$ cat src/rtl/exu_if.sv
// Request / writeback bundle between the issue logic, the execute stage and
// the register-file write port.
interface exu_if;
    localparam int WIDTH = 7;  // data MSB index
    localparam int RASB  = 1;  // register-address MSB index

    logic             in_valid;
    logic             in_ready;
    logic [2:0]       op;
    logic [WIDTH:0]   a;
    logic [WIDTH:0]   b;
    logic [RASB:0]    rd;
    logic             we;
    logic [RASB:0]    wad;
    logic [WIDTH:0]   wd;
    logic             zf;
    logic             cf;

    modport master (
        output in_valid, op, a, b, rd,
        input  in_ready, we, wad, wd, zf, cf
    );

    modport slave (
        input  in_valid, op, a, b, rd,
        output in_ready, we, wad, wd, zf, cf
    );
endinterface

$ cat src/rtl/exu.sv
// Execute/writeback stage: eight unsigned ALU ops, single-cycle except MUL,
// which is a W-iteration shift-add. One write-port pulse per operation.
module exu (
    input  logic clk,
    input  logic rst,
    exu_if.slave bus
);
    localparam int WIDTH = 7;
    localparam int RASB  = 1;
    localparam int W     = WIDTH + 1;
    localparam int CW    = $clog2(W) + 1;

    typedef enum logic [1:0] {IDLE, MUL, WB} state_t;

    state_t         state, state_nxt;
    logic           accept, mul_last;
    logic [2*W-1:0] mcand, acc, acc_nxt;
    logic [W-1:0]   mplier, alu_res;
    logic [W:0]     sum;
    logic           alu_cf;
    logic [CW-1:0]  cnt;
    logic [RASB:0]  rd_q;

    assign accept   = bus.in_valid && bus.in_ready;
    assign mul_last = (cnt == CW'(W - 1));

    // State register.
    always_ff @(posedge clk) begin
        if (rst) state <= IDLE;
        else     state <= state_nxt;
    end

    // Next state: IDLE and WB both accept; MUL runs W iterations.
    always_comb begin
        state_nxt = state;
        case (state)
            IDLE, WB: state_nxt = accept ? ((bus.op == 3'd7) ? MUL : WB) : IDLE;
            MUL:      if (mul_last) state_nxt = WB;
            default:  state_nxt = IDLE;
        endcase
    end

    // Outputs decoded from state; ready is forced low while in reset.
    always_comb begin
        bus.in_ready = !rst && (state != MUL);
        bus.we       = (state == WB);
    end

    // Single-cycle ALU, evaluated on the live inputs at the accept edge.
    always_comb begin
        alu_res = '0;
        alu_cf  = 1'b0;
        sum     = '0;
        case (bus.op)
            3'd0: begin
                sum     = {1'b0, bus.a} + {1'b0, bus.b};
                alu_res = sum[W-1:0];
                alu_cf  = sum[W];
            end
            3'd1: begin
                // The extra top bit becomes 1 exactly when a < b.
                sum     = {1'b0, bus.a} - {1'b0, bus.b};
                alu_res = sum[W-1:0];
                alu_cf  = sum[W];
            end
            3'd2: alu_res = bus.a & bus.b;
            3'd3: alu_res = bus.a | bus.b;
            3'd4: alu_res = bus.a ^ bus.b;
            3'd5: alu_res = (bus.b >= W'(W)) ? '0 : (bus.a << bus.b);
            3'd6: alu_res = (bus.b >= W'(W)) ? '0 : (bus.a >> bus.b);
            default: alu_res = '0;
        endcase
    end

    // One shift-add step: multiplicand is shifted by the iteration count.
    always_comb begin
        acc_nxt = acc;
        if (mplier[0]) acc_nxt = acc + (mcand << cnt);
    end

    // Datapath: result/flag registers only move on a writeback-producing edge,
    // so wad/wd/zf/cf hold their last values while we is low.
    always_ff @(posedge clk) begin
        if (rst) begin
            bus.wad <= '0;
            bus.wd  <= '0;
            bus.zf  <= 1'b0;
            bus.cf  <= 1'b0;
            mcand   <= '0;
            mplier  <= '0;
            acc     <= '0;
            cnt     <= '0;
            rd_q    <= '0;
        end else if (accept) begin
            if (bus.op != 3'd7) begin
                bus.wad <= bus.rd;
                bus.wd  <= alu_res;
                bus.zf  <= (alu_res == '0);
                bus.cf  <= alu_cf;
            end else begin
                mcand  <= {{W{1'b0}}, bus.a};
                mplier <= bus.b;
                acc    <= '0;
                cnt    <= '0;
                rd_q   <= bus.rd;
            end
        end else if (state == MUL) begin
            acc    <= acc_nxt;
            mplier <= mplier >> 1;
            cnt    <= cnt + 1'b1;
            if (mul_last) begin
                bus.wad <= rd_q;
                bus.wd  <= acc_nxt[W-1:0];
                bus.zf  <= (acc_nxt[W-1:0] == '0);
                bus.cf  <= (acc_nxt[2*W-1:W] != '0);
            end
        end
    end
endmodule

$ cat src/flat_wrapper.sv
// flat-port wrapper written by rule: the top's interface ports become plain ports
module exu_flat 
  (clk, rst, bus_in_valid, bus_op, bus_a, bus_b, bus_rd, bus_in_ready, bus_we, bus_wad, bus_wd, bus_zf, bus_cf);
  exu_if bus_i ();
  input  logic clk;
  input  logic rst;
  input wire logic [$bits(bus_i.in_valid)-1:0] bus_in_valid;
  input wire logic [$bits(bus_i.op)-1:0] bus_op;
  input wire logic [$bits(bus_i.a)-1:0] bus_a;
  input wire logic [$bits(bus_i.b)-1:0] bus_b;
  input wire logic [$bits(bus_i.rd)-1:0] bus_rd;
  output wire logic [$bits(bus_i.in_ready)-1:0] bus_in_ready;
  output wire logic [$bits(bus_i.we)-1:0] bus_we;
  output wire logic [$bits(bus_i.wad)-1:0] bus_wad;
  output wire logic [$bits(bus_i.wd)-1:0] bus_wd;
  output wire logic [$bits(bus_i.zf)-1:0] bus_zf;
  output wire logic [$bits(bus_i.cf)-1:0] bus_cf;
  assign bus_i.in_valid = bus_in_valid;
  assign bus_i.op = bus_op;
  assign bus_i.a = bus_a;
  assign bus_i.b = bus_b;
  assign bus_i.rd = bus_rd;
  assign bus_in_ready = bus_i.in_ready;
  assign bus_we = bus_i.we;
  assign bus_wad = bus_i.wad;
  assign bus_wd = bus_i.wd;
  assign bus_zf = bus_i.zf;
  assign bus_cf = bus_i.cf;
  exu u_core (.clk(clk), .rst(rst), .bus(bus_i));
endmodule
$ cat config.mk
export PLATFORM = sky130hd
export DESIGN_NAME = exu_flat
export DESIGN_NICKNAME = d
export VERILOG_FILES = /design/src/rtl/exu_if.sv /design/src/rtl/exu.sv /design/src/flat_wrapper.sv
export SDC_FILE = /design/constraint.sdc
export NUM_CORES = 1
export LEC_CHECK = 0
export BUFFER_PORTS_ARGS = -buffer_cell sky130_fd_sc_hd__buf_2
export CORE_MARGIN = 5
export CORE_UTILIZATION = 30
export CTS_CLUSTER_DIAMETER = 100
export DETAILED_ROUTE_END_ITERATION = 10
export PLACE_DENSITY = 0.51
export SLEW_MARGIN = 20
export SYNTH_ARGS = -nofsm -noshare
export SYNTH_HDL_FRONTEND = slang
export SYNTH_SLANG_ARGS = --single-unit
$ cat constraint.sdc
create_clock -name clk -period 11.1 [get_ports clk]
set_input_delay 0 -clock clk [delete_from_list [all_inputs] [get_ports clk]]
set_output_delay 0 -clock clk [all_outputs]
set_load 0.02 [all_outputs]
==> Implementation_results.wiki <==
{| class="wikitable"
! Metric !! Value
|-
| Status || complete, no violations
|-
| Unrepaired setup endpoints after global routing || false
|-
| Critical path class || flip-flop to flip-flop
|-
| Die Outline Area || 0.0196 mm^2
|-
| Hold-fix buffer count after cts || 3
|-
| Max Buffers Root-to-Sink || 2
|-
| Post-layout utilization of the core || 0.338
|-
| Total Nets Final || 754
|-
| Largest net degree at the start of global routing || 55
|-
| Yosys top cell by area || sky130_fd_sc_hd__dfxtp_1
|-
| Cells along the critical path || mux2_2 > nor2_1 > a21oi_1 > nand2_1 > o21ai_0 > and2_1 > ha_1 > a21oi_1 > o211ai_1 > a221oi_1 > xor2_1 > o21ai_0 > or4_1 > a2111oi_2 > a211oi_1
|-
| Number of global-route vias before repair || 4725
|-
| Leading cell types by total area after synthesis || sky130_fd_sc_hd__dfxtp_1 (20%), sky130_fd_sc_hd__ha_1 (9.9%), sky130_fd_sc_hd__nand2_1 (7.8%)
|-
| Die outline height || 140 um
|-
| Cells after Synth || 677
|-
| Total via count in the routed design || 4978
|-
| Number of placement rows || 47
|-
| Number of clock sinks seen by CTS || 52
|-
| Commonest register cell after synthesis || sky130_fd_sc_hd__dfxtp_1
|-
| Static leakage || 2.16 nW
|-
| Slew @ Worst Pin || 1010 ps
|-
| Critical Path Slowest Stage Cell || sky130_fd_sc_hd__dfxtp_1
|-
| Min Clock Period, post-route || 4200 ps
|-
| Met2 layer wire length in the routed design || 7260 um
|-
| Layout-stage area growth over the synthesis result || 10.2%
|-
| Routed met3 length || 658 um
|-
| Register bit total from synthesis || 52
|-
| Headroom to the max-slew limit || 0.329
|-
| H-tree depth || 2
|-
| Yosys top cell area share || 0.205
|-
| Fin Hold WS || 16.3 ps
|-
| Initial Utilization || 0.306
|-
| Antenna cells || 0
|-
| Distinct cells, synth || 79
|-
| Most frequent cells in the layout || sky130_fd_sc_hd__nand2_1 (105), sky130_fd_sc_hd__nor2_1 (64), sky130_fd_sc_hd__a21oi_1 (59)
|-
| Number of search-and-repair iterations in the first detailed-routing pass || 5
|-
| Total GRT Usage || 0.152
|-
| Layout Skew || 7.01 ps
|-
| Max capacitance violation total || 0
|-
| Wire length per cell || 16.9 um
|-
| Total count of hold-check failures in the final report || 0
|-
| DP Area || 0.00542 mm^2
|-
| Insertion delay of the later-clocked pin in the worst-skew pair || 300 ps
|-
| DRC viols || 0
|-
| Number of enable flip-flop cells after synthesis || 0
|-
| Num CTS Buffers || 5
|-
| Final number of setup-violating endpoints || 0
|-
| Most common library cell in the layout ignoring fill and taps || sky130_fd_sc_hd__nand2_1
|-
| Crit path max fanout || 18
|-
| Power density of the placed cells || 83.3 mW/mm^2
|-
| DIE WIDTH || 140 um
|-
| Placement Setup Slack || 6960 ps
|-
| CTS clk-pin slew, worst paths || 70 ps
|-
| Fill count || 1810
|-
| Met1 WL || 7100 um
|-
| Core Area || 0.0166 mm^2
|-
| Number of gates resized after cts || 0
|-
| Peak supply drop || 0.0546 mV
|-
| Half-perimeter wire length after placement || 11700 um
|-
| Layout Cell Area excl Fill || 0.00560 mm^2
|-
| Vias per inst || 5.48
|-
| I/O pin cnt || 38
|-
| Total power of the final layout || 0.466 mW
|-
| Number of antenna violations at the first check in global routing || 0
|-
| Layout cell share with drive strength beyond 1 || 0.129
|-
| Post-Synthesis Mean Instance Area || 7.50 um^2
|-
| Synthesized Nets || 744
|-
| Hold crit path type || input port to flip-flop
|-
| Sum of negative setup slack || 0 ps
|-
| Type of element capturing the critical path || flip-flop
|-
| Final weighted congestion in routability-driven placement || 0.905
|-
| Routed Antenna Nets || 0
|-
| Count of final max-slew check failures || 0
|-
| First-iteration detailed-routing DRC count || 265
|-
| Data required, critical path || 11270 ps
|-
| Number of warning messages in the yosys log || 0
|-
| Arrival time at the worst endpoint || 4370 ps
|-
| Kind of start point of the critical path || flip-flop
|-
| Slowest stage delay, CP || 750 ps
|-
| Peak Freq || 238 MHz
|-
| Period utilisation layout || 0.378
|-
| Synth Cell Area || 0.00508 mm^2
|-
| Final wirelength || 15400 um
|-
| Final Non-Filler Cells || 908
|-
| Overflow left after global routing || 0
|-
| Fraction of the yosys area taken by sequential cells || 0.205
|-
| Post-layout worst setup margin || 6900 ps
|-
| Root cell of the clock tree || sky130_fd_sc_hd__clkbuf_16
|-
| Clock tree from TritonCTS || yes
|-
| Top layer in use || met4
|-
| Proportion of register bits with asynchronous set or reset after synthesis || 0
|-
| Port Buf Inserts || 37
|-
| Placed insts || 897
|-
| Post-CTS setup buffer count || 0
|-
| Wire length of the first global-routing pass || 24700 um
|}
[final timing paths]
check / from / to / slack (ps) / cells after the start
worst max-delay path: u_core.cnt[1] / u_core.bus.cf / 6900 / 15
worst min-delay path: bus_b[6] / u_core.mplier[6] / 20 / 3
worst max register to register: u_core.cnt[1] / u_core.bus.cf / 6900 / 15
worst min register to register: u_core.bus.wd[0] / u_core.bus.wd[0] / 450 / 2
[layer usage]
layer | track usage | up-vias
li1 | - | 2480
met1 | 0.200 | 2347
met2 | 0.253 | 124
met3 | 0.0273 | 27
met4 | 0.0459 | 0
met5 | 0 | -
[critical path: cells and delay by family (launching register included)]
| family | cells | cell delay (ps) |
|---|---|---|
| xor gates and xnor gates | 1 | 170 |
| DFF | 1 | 750 |
| AOI/OAI and AO/OA | 8 | 1510 |
| muxes | 1 | 420 |
| and+or+nand+nor | 4 | 890 |
| adders and majority gates | 1 | 330 |
[registers in the layout, indices dropped and copies added, names as in the netlist]
signal          count
u_core.state        2
u_core.bus.wad      2
u_core.bus.zf       1
u_core.bus.wd       8
u_core.rd_q         2
u_core.mplier       8
u_core.bus.cf       1
u_core.acc         16
u_core.mcand        8
u_core.cnt          4
[synth_stat cells (all sizes together) (15+ instances only)]
library cell	n
dfxtp	52
o21ai	34
clkbuf	37
a21oi	59
a211oi	16
nor2	66
mux2i	15
inv	31
nand3	26
ha	40
nand2	107
[final cells by class]
class | count | area, um^2 | area share
multi-input combinational | 551 | 3750 | 0.671
sequential | 52 | 1040 | 0.186
tap | 220 | 275 | 0.0492
timing repair buffer | 46 | 260 | 0.0465
clock buffer | 5 | 125 | 0.0223
inverter | 31 | 116 | 0.0208
clock inverter | 3 | 26.3 | 0.00469
[power breakdown]
group	internal [mW]	switching [mW]
registers	0.190	0.00253
logic	0.0425	0.0689
clock network	0.0858	0.0766
total	0.318	0.148
[cell families after synthesis]
group                      after synthesis  synth area share
muxes                                   37             0.103
DFF                                     52             0.205
and+or+nand+nor                        259             0.237
xor gates and xnor gates                18            0.0310
AOI/OAI and AO/OA                      194             0.257
buffers and inverters                   74            0.0569
adders and majority gates               43             0.110
No activity file was read; power rests on OpenSTA's default activity.
